## config.mk

```make
export PLATFORM = sky130hd
export DESIGN_NAME = ram8_bank
export DESIGN_NICKNAME = d
export VERILOG_FILES = /design/src/rtl/ram8_bank.sv
export SDC_FILE = /design/constraint.sdc
export NUM_CORES = 1
export LEC_CHECK = 0
export CAP_MARGIN = 40
export CORE_MARGIN = 2
export CORE_UTILIZATION = 45
export CTS_CLUSTER_DIAMETER = 60
export DETAILED_ROUTE_END_ITERATION = 7
export HOLD_SLACK_MARGIN = 0.03
export SLEW_MARGIN = 25
export SYNTH_ARGS = -nofsm -noshare
export SYNTH_HDL_FRONTEND = slang
export SYNTH_SLANG_ARGS = --single-unit
export TNS_END_PERCENT = 30
```

## constraint.sdc

```tcl
create_clock -name clk -period 1.85 [get_ports clk]
set_input_delay 0.37 -clock clk [delete_from_list [all_inputs] [get_ports clk]]
set_output_delay 0.37 -clock clk [all_outputs]
set_load 0.05 [all_outputs]
```

## src/rtl/ram8_bank.sv

```systemverilog
// Eight-word register bank: one-hot write decode, registered read port and a
// sequenced clear-all sweep that locks out writes while it runs.

module ram8_word #(
    parameter int WIDTH = 16
) (
    input  logic             clk,
    input  logic             rst_n,
    input  logic             ld,
    input  logic             clr,
    input  logic [WIDTH-1:0] d,
    output logic [WIDTH-1:0] q
);
    always_ff @(posedge clk or negedge rst_n) begin
        if (!rst_n)   q <= '0;
        else if (clr) q <= '0;
        else if (ld)  q <= d;
    end
endmodule

module ram8_bank #(
    parameter int WIDTH = 16
) (
    input  logic             clk,
    input  logic             rst_n,
    input  logic             wr_valid,
    output logic             wr_ready,
    input  logic [2:0]       wr_addr,
    input  logic [WIDTH-1:0] wr_data,
    input  logic             rd_en,
    input  logic [2:0]       rd_addr,
    output logic [WIDTH-1:0] rd_data,
    output logic             rd_valid,
    input  logic             clr_start,
    output logic             busy,
    output logic             clr_done
);
    typedef enum logic {IDLE = 1'b0, CLEAR = 1'b1} state_t;

    state_t                  state, state_nxt;
    logic [2:0]              cnt;
    logic                    wr_fire;
    logic [7:0]              load;
    logic [7:0]              clr_vec;
    logic [7:0][WIDTH-1:0]   mem;

    assign wr_fire = wr_valid & wr_ready;
    assign load    = {7'b0, wr_fire} << wr_addr;
    assign clr_vec = {7'b0, state == CLEAR} << cnt;

    ram8_word #(.WIDTH(WIDTH)) u_word [7:0] (
        .clk   (clk),
        .rst_n (rst_n),
        .ld    (load),
        .clr   (clr_vec),
        .d     ({8{wr_data}}),
        .q     (mem)
    );

    // Counter idles at 0, so the 7->0 wrap lines up with the return to IDLE.
    always_ff @(posedge clk or negedge rst_n) begin
        if (!rst_n) begin
            state    <= IDLE;
            cnt      <= 3'd0;
            clr_done <= 1'b0;
        end else begin
            state    <= state_nxt;
            cnt      <= (state == CLEAR) ? cnt + 3'd1 : 3'd0;
            clr_done <= (state == CLEAR) && (cnt == 3'd7);
        end
    end

    always_comb begin
        state_nxt = state;
        case (state)
            IDLE:    if (clr_start)     state_nxt = CLEAR;
            CLEAR:   if (cnt == 3'd7)   state_nxt = IDLE;
            default:                    state_nxt = IDLE;
        endcase
    end

    always_comb begin
        wr_ready = (state == IDLE);
        busy     = (state == CLEAR);
    end

    // Reads see pre-edge contents, so a same-cycle write returns the old word.
    always_ff @(posedge clk or negedge rst_n) begin
        if (!rst_n) begin
            rd_data  <= '0;
            rd_valid <= 1'b0;
        end else begin
            rd_valid <= rd_en;
            if (rd_en) rd_data <= mem[rd_addr];
        end
    end
endmodule

```

---- Word-level counts from Yosys, hierarchy flattened ----
Index checks and enable logic that the tools add are counted.
word-level totals
  bits in registers ....................... 150
  input bits .............................. 27
  output and inout port bits .............. 20
  logic and storage cells ................. 51
cells by class
  add/subtract/negate cells ............... 1
  $lt $le $gt $ge ......................... 1
  equal/unequal tests ..................... 1
  shift operators ......................... 2
  multiplexer cells ....................... 22
  bitwise operators ....................... 2
  reduce and logical (&&, ||, !) cells .... 9
operator list
  operator             count
  $mux 16              17
  $bmux 16 s3          1
  $reduce_bool 2->1    8
  $shl 1x3->8          2
  $lt 3x4->1 const B   1
  $add 3x1->3 const B  1
  $eq 3x3->1 const B   1
  $mux 3               1
  $mux 1               2
  $pmux 1 s2           1
  $and 1x1->1          1
  $logic_and 1x1->1    1
  $not 1->1            1

---- Logic depth before layout (Yosys ltp) ----
Gate-level depths: netlist of run 1.
  word-level depth ........................ 5
  depth in mapped cells ................... 6
  gate-level depth less buffers ........... 4

---- By module ----
Synthesis of run 1 repeated with hierarchy kept, for this count alone.
second synthesis, totals
  cell total of the unflattened synthesis .. 642
  area total of the unflattened synthesis .. 7368.3 µm²
modules (own cells, without submodules)
  module     instances  cells an instance  area an instance (µm²)  sequential area each (µm²)
  ram8_word  8          52                 660.6                   400.4
  ram8_bank  1          226                2083.2                  550.5

---- Least setup slack after synthesis of run 1 ----
Ideal clock, no wire load.
  path kind ............................... register to register
  start ................................... reg state, in the netlist busy
  end ..................................... reg u_word[5].q[10]
  setup time .............................. 0.079 ns
  arrival time ............................ 1.682 ns
  required time ........................... 1.771 ns
  slack ................................... 0.088 ns
  cell stages (with the launch flop) ...... 7
  path buffers ............................ 3
  period minus slack after synthesis ...... 1.762 ns
  cells stage by stage .................... dfrtp_1 -> buf_6 -> nand3b_4 -> nor3b_2 -> buf_4 -> buf_8 -> mux2i_1
between the ends
  longest elaborated chain between the ends .. 4
  elaborated cells on any way between the ends .. 6
  classes of those cells .................. shift (2); mux (1); bitwise (2); reduce/logical (1)
RTL lines
  item                                RTL line  RTL
  start, declared                     40        state_t state, state_nxt;
  start signal, assigned              67        state <= state_nxt;
  $not 1->1                           83        wr_ready = (state == IDLE);
  $and 1x1->1                         47        assign wr_fire = wr_valid & wr_ready;
  $shl 1x3->8                         48        assign load = {7'b0, wr_fire} << wr_addr;
  $reduce_bool 2->1 (no source line)  -
  end signal, assigned                15        if (!rst_n) q <= '0;
  end signal, assigned                16        else if (clr) q <= '0;
  end signal, assigned                17        else if (ld) q <= d;
  end, declared                       12        output logic [WIDTH-1:0] q
Parallel ways exist; a longest one is shown, timed or not.
A chain may end at the register's enable or synchronous reset.

---- Worst setup path in the final report of run 1 ----
  start ................................... reg state, in the netlist busy
  end ..................................... out wr_ready
between the ends
  longest elaborated chain between the ends .. 1
RTL lines
  item           RTL line  RTL
  $not 1->1      83
  end, declared  27        output logic wr_ready,
No other way between the ends.

==> results.yml, run 1 <==
status:
  status: "finished clean"
logic_synthesis:
  synth_top_cell_area_share_pct: 51.2
  synth-seq-cells: 150
  synth_edf_count: 0
  ys_seq_area_share_pct: 51.2
  yosys.area.top_type: "dfrtp_1"
  synthTopCellsByArea: "dfrtp_1, mux2i_1, nand2_1"
  synth-main-ff-cell: "dfrtp_1"
  yosysWarnings: 0
  async_flop_share_pct: 100
  netlist_instances: 649
  syn_nets: 678
  syn_area_um2: 7340
  synth_cell_types: 28
  syn_avg_cell_area_um2: 11.3
route:
  drc: 0
  via_per_inst: 5.50
  num_vias: 5114
  met3_length_um: 553
  highest_layer: "met4"
  route.met2.wl_um: 9070
  postRouteAntennaNets: 0
  firstDrtPassIters: 5
  wl_met1_um: 8630
  drtIter0Drc: 315
  wl_per_cell_um: 20.1
  routed_wl_um: 18700
global_route:
  grt_max_degree: 49
  grt_overflow: 0
  first_global_vias: 5365
  grt_pass1_wl_um: 30500
  grt_util_all_layers_pct: 22.9
  grt_antenna_before_repair: 0
sta:
  hold_viol: 0
  hold_ws_ns: 0.396
  min_period_ns: 1.72
  final.period_utilization_pct: 93.1
  finalSetupTns_ns: 0
  finalSetupViolations: 0
  rsz0062_at_grt: "false"
  max_freq_mhz: 581
  clock_skew_ns: 0.00731
  worst_pin_slew_ns: 0.482
  slew_viol_final: 0
  slew_headroom_pct: 68.0
power:
  p_comb_share_pct: 29.1
  power.density_nw_per_um2: 1380
  p_clk_share_pct: 28.1
  power.leakage_nw: 4.46
  power.share.switching_pct: 34.2
  seqPwrFrac_pct: 42.8
  p_sw_mw: 4.12
  vdd_drop_max_v: 0.000778
  p_int_mw: 7.93
floorplan:
  pin_count: 47
  start_util_pct: 46.2
  die_y_um: 132
  fp.dieW_um: 132
  fp-row-count: 46
  core_area_um2: 15900
  die-area_um2: 17300
cts:
  clk_path_buf_depth: 2
  cts_root_buf: "clkbuf_16"
  h-tree-depth: 4
  clk_pin_slew_ns: 0.06
  cts_tree: "done"
  cts_buffers: 17
  clock_latency_ns: 0.43
  cts_post_setup_buffers_inserted: 0
  cts.sinks: 150
min_path:
  hp-class: "input pin to asynchronous set/reset pin"
place:
  numPortBuffers: 46
  dpl_cell_area_um2: 8180
  hpwl_um: 12100
  dp.cells: 898
  gp_congestion: 0.756
final_layout:
  diodes: 0
  drive_above_1_share_pct: 13.6
  area_delta_synth_final_pct: 19.3
  final_nets: 731
  final_design_area_no_fill_um2: 8760
  fin_cells: 930
worst_setup_path:
  critPathBufInv: 3
  required_ns: 1.48
  cp_num_cells: 3
  cp_data_arrival_time_ns: 1.35
  startpoint_type: "flip-flop"
  worstSetupPathType: "flip-flop to output port"
  critPathTopFamily: "flip-flops"
  crit_chain: "buf_4, inv_1, buf_12"
  cp_max_fo: 11
  slowest_stage: "dfrtp_2"
  crit_path_max_incr_delay_ns: 0.48
  end_kind: "output port"
  ff2ff_path_depth: 4
flow_run:
  drv_cap: 0
==> routing by layer <==
metal | up-vias | track usage, %
li1 | 2349 | -
met1 | 2629 | 31.2
met2 | 106 | 37.3
met3 | 30 | 4.01
met4 | 0 | 8.03
met5 | - | 0
==> final cells by class <==
class                           instances  area, um2
Multi-Input combinational cell        431       3220
Clock inverter                         12        129
Fill cell                            1377       7130
Inverter                               17       63.8
Sequential cell                       150       3750
Tap cell                              216        270
Timing Repair Buffer                   85        881
Clock buffer                           19        443
==> logic make-up (layout without fill, tap and decap cells) <==
logic type,Yosys count,count (layout),synth area share [%]
AND/OR/NAND/NOR,205,205,13.5
flip-flops,150,150,51.2
adder cells (fa/ha/maj),2,2,0.341
buffers and inverters,68,133,5.23
AO/OA/AOI/OAI,48,48,5.73
multiplexers,176,176,24.0
==> stage by stage <==
stage	setup WS, ns	total power [mW]	utilization (%)
final	0.128	12.1	55.1
after global routing	0.0731	12.8	55.1
after floorplan	0.0882	7.48	-
after global placement	-0.00578	8.54	51.5
after CTS	0.0484	12.1	55.1
after detailed placement	-0.0493	8.73	51.5
==> cell usage after synthesis (2+ instances only) <==
master     count
buf_2         16
mux2i_1      176
a22oi_1       16
nor2_1         5
a41o_1        16
dfrtp_1      150
nor3b_2        3
inv_1         17
nor2b_1       34
buf_6          9
nand4bb_1      3
nand2b_1       2
nand2_1      129
a211o_1       16
ha_1           2
nand4b_1       3
nand3b_1       2
clkbuf_1      16
nand3_1       16
buf_4          8
and2_1         3
==> registers in the layout, summed over array words and instances, names as in the netlist <==
signal    flops
u_word.q    128
busy          1
cnt           3
clr_done      1
rd_data      16
rd_valid      1
==> cell usage in the layout, fill, tap and decap left out, types with 2 or more instances in the layout <==
cell type | synthesis | routed
a211o_1 | 16 | 16
a22oi_1 | 16 | 16
a41o_1 | 16 | 16
and2_1 | 3 | 3
buf_12 | 0 | 14
buf_4 | 8 | 44
bufinv_16 | 0 | 2
clkbuf_16 | 0 | 17
clkdlybuf4s50_1 | 0 | 24
clkinv_2 | 0 | 4
clkinvlp_4 | 0 | 3
dfrtp_1 | 150 | 149
ha_1 | 2 | 2
inv_1 | 17 | 17
inv_6 | 0 | 2
mux2i_1 | 176 | 176
nand2_1 | 129 | 129
nand2b_1 | 2 | 2
nand3_1 | 16 | 16
nand3b_1 | 2 | 2
nand4b_1 | 3 | 3
nand4bb_1 | 3 | 3
nor2_1 | 5 | 5
nor2b_1 | 34 | 33
nor3b_4 | 0 | 2
==> worst reg2reg max path, cell delays in order, from the launching register on <==
cell and delay (ns):
dfrtp_1 0.48, or4b_1 0.55, buf_4 0.24, nand2_1 0.10, mux2i_1 0.07
==> worst paths after layout <==
check / from / to / slack (ns)
hold / removal: rst_n / rd_data[0]$_DFFE_PN0P_ / 0.40
min in group clk: clr_start / busy$_DFF_PN0_ / 0.50
max in group asynchronous: rst_n / u_word[4].q[11]$_DFFE_PN0P_ / 0.78
setup / recovery: busy$_DFF_PN0_ / wr_ready / 0.13
hold reg to reg: u_word[4].q[8]$_DFFE_PN0P_ / u_word[4].q[8]$_DFFE_PN0P_ / 0.52
setup reg to reg: cnt[0]$_DFF_PN0_ / u_word[0].q[4]$_DFFE_PN0P_ / 0.28
==> power by group through the flow <==
stage | combinational, mW | sequential [mW] | clock [mW]
3_3_place_gp | 3.39 | 5.15 | 0
2_1_floorplan | 2.17 | 5.31 | 0
5_1_grt | 3.86 | 5.32 | 3.59
4_1_cts | 3.54 | 5.16 | 3.44
3_5_place_dp | 3.52 | 5.21 | 0
6_report | 3.51 | 5.16 | 3.39
==> repair_timing <==
item / 4_1_cts / 5_1_grt
hold endpoints to repair: 27 / 0
gates resized for setup: 1 / 1
cloned: 0 / 0
endpoints found under the setup margin: 1 / 1
hold buffers: 1 / 0
No activity file was read; power rests on OpenSTA's default activity.
==> run 2: changes to the inputs <==
- CAP_MARGIN: 40 -> 25
- HOLD_SLACK_MARGIN: 0.03 -> 0.06
- RECOVER_POWER: default -> 50
==> run 2 against run 1 <==
Against the previous run: clock skew decreased by 0.0016 ns; setup slack about the same; die area unchanged; largest cell class unchanged; highest routed layer unchanged.
==> results.yml, run 2 (same netlist as run 1, synthesis figures left out) <==
final_layout:
  largestRegisters: "u_word.q: 128 flops, rd_data: 16 flops, cnt: 3 flops"
  area_delta_synth_final_pct: 18.7
  regMostFlops: "u_word.q"
  final_nets: 731
  n_fill_cell: 1385
  drive_above_1_share_pct: 13.3
  final_cell_mix: "mux2i_1, dfrtp_1, nand2_1"
  largest_reg_flops: 128
  fin_cells: 930
  final_design_area_no_fill_um2: 8710
  final_common_cell: "mux2i_1"
  diodes: 0
  final_util_pct: 54.8
worst_setup_path:
  slowest_stage: "dfrtp_2"
  cp_max_fo: 11
  rr_endpoint: "u_word[0].q[6]$_DFFE_PN0P_"
  required_ns: 1.48
  critPathTopFamily: "flip-flops"
  crit_chain: "buf_4, inv_1, buf_12"
  startpoint_type: "flip-flop"
  critPathBufInv: 3
  worstSetupPathType: "flip-flop to output port"
  crit_path_max_incr_delay_ns: 0.48
  end_kind: "output port"
  timing.rr.start: "cnt[0]$_DFF_PN0_"
  cp_data_arrival_time_ns: 1.35
  r2r_slack_ns: 0.28
  ff2ff_path_depth: 4
cts:
  clk_pin_slew_ns: 0.06
  cts_tree: "done"
  h-tree-depth: 4
  cts_root_buf: "clkbuf_16"
  cts_buffers: 17
  clk_path_buf_depth: 2
  cts.sinks: 150
  clock_latency_ns: 0.42
global_route:
  use_met3_pct: 4.01
  grt_pass1_wl_um: 30500
  grt_util_all_layers_pct: 22.9
  grt_use_met2_pct: 37.3
  grt_overflow: 0
  grt.busiest_layer: "met2"
  grt_antenna_before_repair: 0
  first_global_vias: 5365
  grt_use_met1_pct: 31.2
  grt_max_degree: 49
route:
  via_per_inst: 5.47
  firstDrtPassIters: 4
  postRouteAntennaNets: 0
  drc: 0
  num_vias: 5087
  routed_wl_um: 18700
  drtIter0Drc: 325
  wl_per_cell_um: 20.2
sta:
  finalSetupViolations: 0
  slew_headroom_pct: 45.8
  min_period_ns: 1.72
  finalSetupTns_ns: 0
  worst_pin_slew_ns: 0.813
  hold_viol: 0
  slew_viol_final: 0
  final.period_utilization_pct: 93.1
  clock_skew_ns: 0.00566
  max_freq_mhz: 581
  setup_ws_ns: 0.128
  rsz0062_at_grt: "false"
floorplan:
  die-area_um2: 17300
  die_y_um: 132
  fp.dieW_um: 132
  start_util_pct: 46.2
  fp-row-count: 46
  pin_count: 47
  core_area_um2: 15900
min_path:
  min_path_cells: 3
  worstHoldStart: "clr_start"
  min_to: "busy$_DFF_PN0_"
  hp-class: "input pin to flip-flop"
place:
  dpl_cell_area_um2: 8180
  numPortBuffers: 46
  dp.cells: 898
  gp_congestion: 0.756
  post-place-ws_ns: -0.0493
  hpwl_um: 12100
status:
  status: "finished clean"
power:
  power.leakage_nw: 4.43
  power.density_nw_per_um2: 1380
  vdd_drop_max_v: 0.000776
flow_run:
  drv_cap: 0
run 2: cell types whose count changed in the layout (fill, tap and decap cells not counted), moves of 2 or more:
| cell | before | now |
|---|---|---|
| and2_0 | 0 | 2 |
| and2_1 | 3 | 1 |
| buf_12 | 14 | 11 |
| buf_4 | 44 | 41 |
| clkbuf_1 | 1 | 3 |
| clkbuf_2 | 0 | 2 |
| clkbuf_4 | 0 | 2 |
run 2: layout make-up:
| type | count | area, um2 | area share [%] |
|---|---|---|---|
| inverters | 17 | 63.8 | 0.733 |
| clock buffers | 19 | 443 | 5.09 |
| well taps | 216 | 270 | 3.10 |
| flip-flops and latches | 150 | 3750 | 43.1 |
| repair buffers | 85 | 831 | 9.54 |
| clock inverters | 12 | 129 | 1.48 |
| multi-input cells | 431 | 3220 | 36.9 |
run 2: stage by stage:
stage          hold slack, ns  total power [mW]
2_1_floorplan          0.0744              7.48
3_3_place_gp            0.272              8.54
3_5_place_dp            0.273              8.73
4_1_cts                 0.397              12.1
5_1_grt                 0.533              12.7
6_report                0.499              12.0
run 2: worst max path at each step:
stage / from / to / slack, ns / cells after the start
final: busy$_DFF_PN0_ / wr_ready / 0.13 / 3
after global routing: busy$_DFF_PN0_ / wr_ready / 0.07 / 3
after CTS: busy$_DFF_PN0_ / wr_ready / 0.05 / 3
after detailed placement: wr_valid / u_word[6].q[5]$_DFFE_PN0P_ / -0.05 / 5
after global placement: rd_addr[2] / rd_data[0]$_DFFE_PN0P_ / -0.006 / 5
after floorplan: busy$_DFF_PN0_ / u_word[5].q[10]$_DFFE_PN0P_ / 0.09 / 6
run 2: worst register-to-register path, cell delays in order (launching register included):
cell and delay [ns]:
dfrtp_1 0.48, or4b_1 0.55, buf_4 0.24, nand2_1 0.11
mux2i_1 0.07
run 2: repair_timing:
| item | in CTS | in global routing |
|---|---|---|
| endpoints found under the setup margin | 1 | 1 |
| resized for setup | 1 | 1 |
| hold buffers | 1 | 0 |
| endpoints found under the hold margin | 27 | 0 |
| buffers inserted | 0 | 0 |
run 2: power by group:
part | switching (mW) | internal, mW | leakage (nW) | total [mW]
registers | 0.698 | 4.46 | 2.02 | 5.16
logic | 2.05 | 1.44 | 2.13 | 3.49
clock network | 1.38 | 2.01 | 0.275 | 3.39
run 2: metal layers:
metal | up-vias | wire length, um
li1 | 2347 | -
met1 | 2600 | 8300
met2 | 114 | 9140
met3 | 26 | 935
met4 | 0 | 370
met5 | - | 0
==> run 3: changes to the inputs <==
--- a/config.mk
+++ b/config.mk
@@ -12,2 +12,3 @@
 export DETAILED_ROUTE_END_ITERATION = 7
+export GPL_ROUTABILITY_DRIVEN = 1
 export HOLD_SLACK_MARGIN = 0.06
--- a/constraint.sdc
+++ b/constraint.sdc
@@ -3,2 +3,2 @@
 set_output_delay 0.37 -clock clk [all_outputs]
-set_load 0.05 [all_outputs]
+set_load 0.02 [all_outputs]
==> run 3 against run 2 <==
Against the previous run: setup slack got worse by 0.086 ns; die area did not move; cell area rose by 1.3%; largest power group unchanged.
==> results.yml, run 3 (same netlist as run 1, synthesis figures left out) <==
final_layout:
  largest_reg_flops: 128
  area_delta_synth_final_pct: 20.2
  final_nets: 732
  n_fill_cell: 1430
  diodes: 0
  regMostFlops: "u_word.q"
  final_common_cell: "mux2i_1"
  final_util_pct: 55.5
  drive_above_1_share_pct: 10.8
  fin_cells: 932
  final_cell_mix: "mux2i_1, dfrtp_1, nand2_1"
  largestRegisters: "u_word.q: 128 flops, rd_data: 16 flops, cnt: 3 flops"
route:
  drc: 0
  firstDrtPassIters: 4
  highest_layer: "met4"
  routed_wl_um: 18700
  postRouteAntennaNets: 0
  route.met2.wl_um: 9260
  via_per_inst: 5.39
  met3_length_um: 964
  wl_met1_um: 8230
  num_vias: 5024
  wl_per_cell_um: 20.1
  drtIter0Drc: 307
cts:
  h-tree-depth: 4
  cts.sinks: 150
  cts_buffers: 17
  cts_root_buf: "clkbuf_16"
  clk_path_buf_depth: 2
  clk_pin_slew_ns: 0.06
  clock_latency_ns: 0.42
  cts_tree: "done"
min_path:
  min_path_cells: 3
  worstHoldStart: "clr_start"
  min_to: "busy$_DFF_PN0_"
  hp-class: "input pin to flip-flop"
worst_setup_path:
  required_ns: 1.48
  crit_chain: "clkdlybuf4s50_1"
  critPathBufInv: 1
  crit_start: "rd_data[10]$_DFFE_PN0P_"
  worstSetupPathType: "flip-flop to output port"
  critPathTopFamily: "buffers and inverters"
  startpoint_type: "flip-flop"
  ff2ff_path_depth: 4
  cp_max_fo: 2
  crit_path_max_incr_delay_ns: 0.62
  rr_endpoint: "u_word[1].q[3]$_DFFE_PN0P_"
  r2r_slack_ns: 0.24
  cp_data_arrival_time_ns: 1.44
  slowest_stage: "clkdlybuf4s50_1"
  timing.rr.start: "busy$_DFF_PN0_"
  end_kind: "output port"
place:
  gp_congestion: 0.785
  hpwl_um: 12000
  numPortBuffers: 46
  dp.cells: 899
floorplan:
  core_area_um2: 15900
  die-area_um2: 17300
  die_y_um: 132
  start_util_pct: 46.2
  fp-row-count: 46
  pin_count: 47
  fp.dieW_um: 132
flow_run:
  drv_cap: 0
sta:
  slew_viol_final: 0
  hold_viol: 0
  worst_pin_slew_ns: 0.754
  clock_skew_ns: 0.00777
  slew_headroom_pct: 49.7
  min_period_ns: 1.81
  rsz0062_at_grt: "false"
  max_freq_mhz: 553
  finalSetupViolations: 0
  final.period_utilization_pct: 97.7
global_route:
  grt_pass1_wl_um: 30400
  first_global_vias: 5352
  grt_util_all_layers_pct: 22.7
  grt_antenna_before_repair: 0
  grt_max_degree: 53
  grt_overflow: 0
power:
  power.leakage_nw: 4.45
  vdd_drop_max_v: 0.000751
  power.density_nw_per_um2: 1380
status:
  status: "finished clean"
run 3: what timing repair did:
action	CTS	global route
hold buffers	1	0
setup buffers	0	0
resized for setup	3	0
hold endpoints to repair	47	0
endpoints found under the setup margin	2	0
run 3: report_power, final:
part           leakage [nW]  switching (mW)  internal [mW]
Combinational          2.11            1.76           1.41
Sequential             2.03           0.694           4.46
Clock                 0.321            1.36           2.53
run 3: through the flow:
stage / TNS (ns) / setup slack [ns] / hold WS, ns / power (mW) / instance area [um2]
CTS: 0 / 0.0310 / 0.488 / 12.3 / 8890
global placement: 0 / 0.00481 / 0.368 / 8.25 / 8220
detailed placement: -0.525 / -0.0466 / 0.367 / 8.43 / 8220
global route: 0 / 0.0174 / 0.529 / 12.9 / 8820
floorplan: 0 / 0.249 / 0.0744 / 7.23 / 7340
finish: 0 / 0.0422 / 0.509 / 12.2 / 8820
run 3: area by class of cell:
type,instances,area [um2],share of cell area [%]
clock buffers,19,433,4.91
clock inverters,13,229,2.60
inverters,17,63.8,0.723
multi-input cells,431,3220,36.4
flip-flops and latches,150,3750,42.5
well taps,216,270,3.06
repair buffers,86,857,9.71
run 3: routing by layer:
metal	global-route usage [%]	up-vias
met5	0	-
met4	5.31	0
met3	5.67	21
met2	37.6	102
met1	30.3	2542
li1	-	2359
run 3: worst max path at each step:
stage	to	slack [ns]	cells past startpoint
CTS	rd_data[12]	0.03	1
finish	rd_data[10]	0.04	1
detailed placement	u_word[6].q[14]$_DFFE_PN0P_	-0.05	5
global placement	rd_data[0]$_DFFE_PN0P_	0.005	5
floorplan	u_word[5].q[10]$_DFFE_PN0P_	0.25	6
global route	rd_data[10]	0.02	1
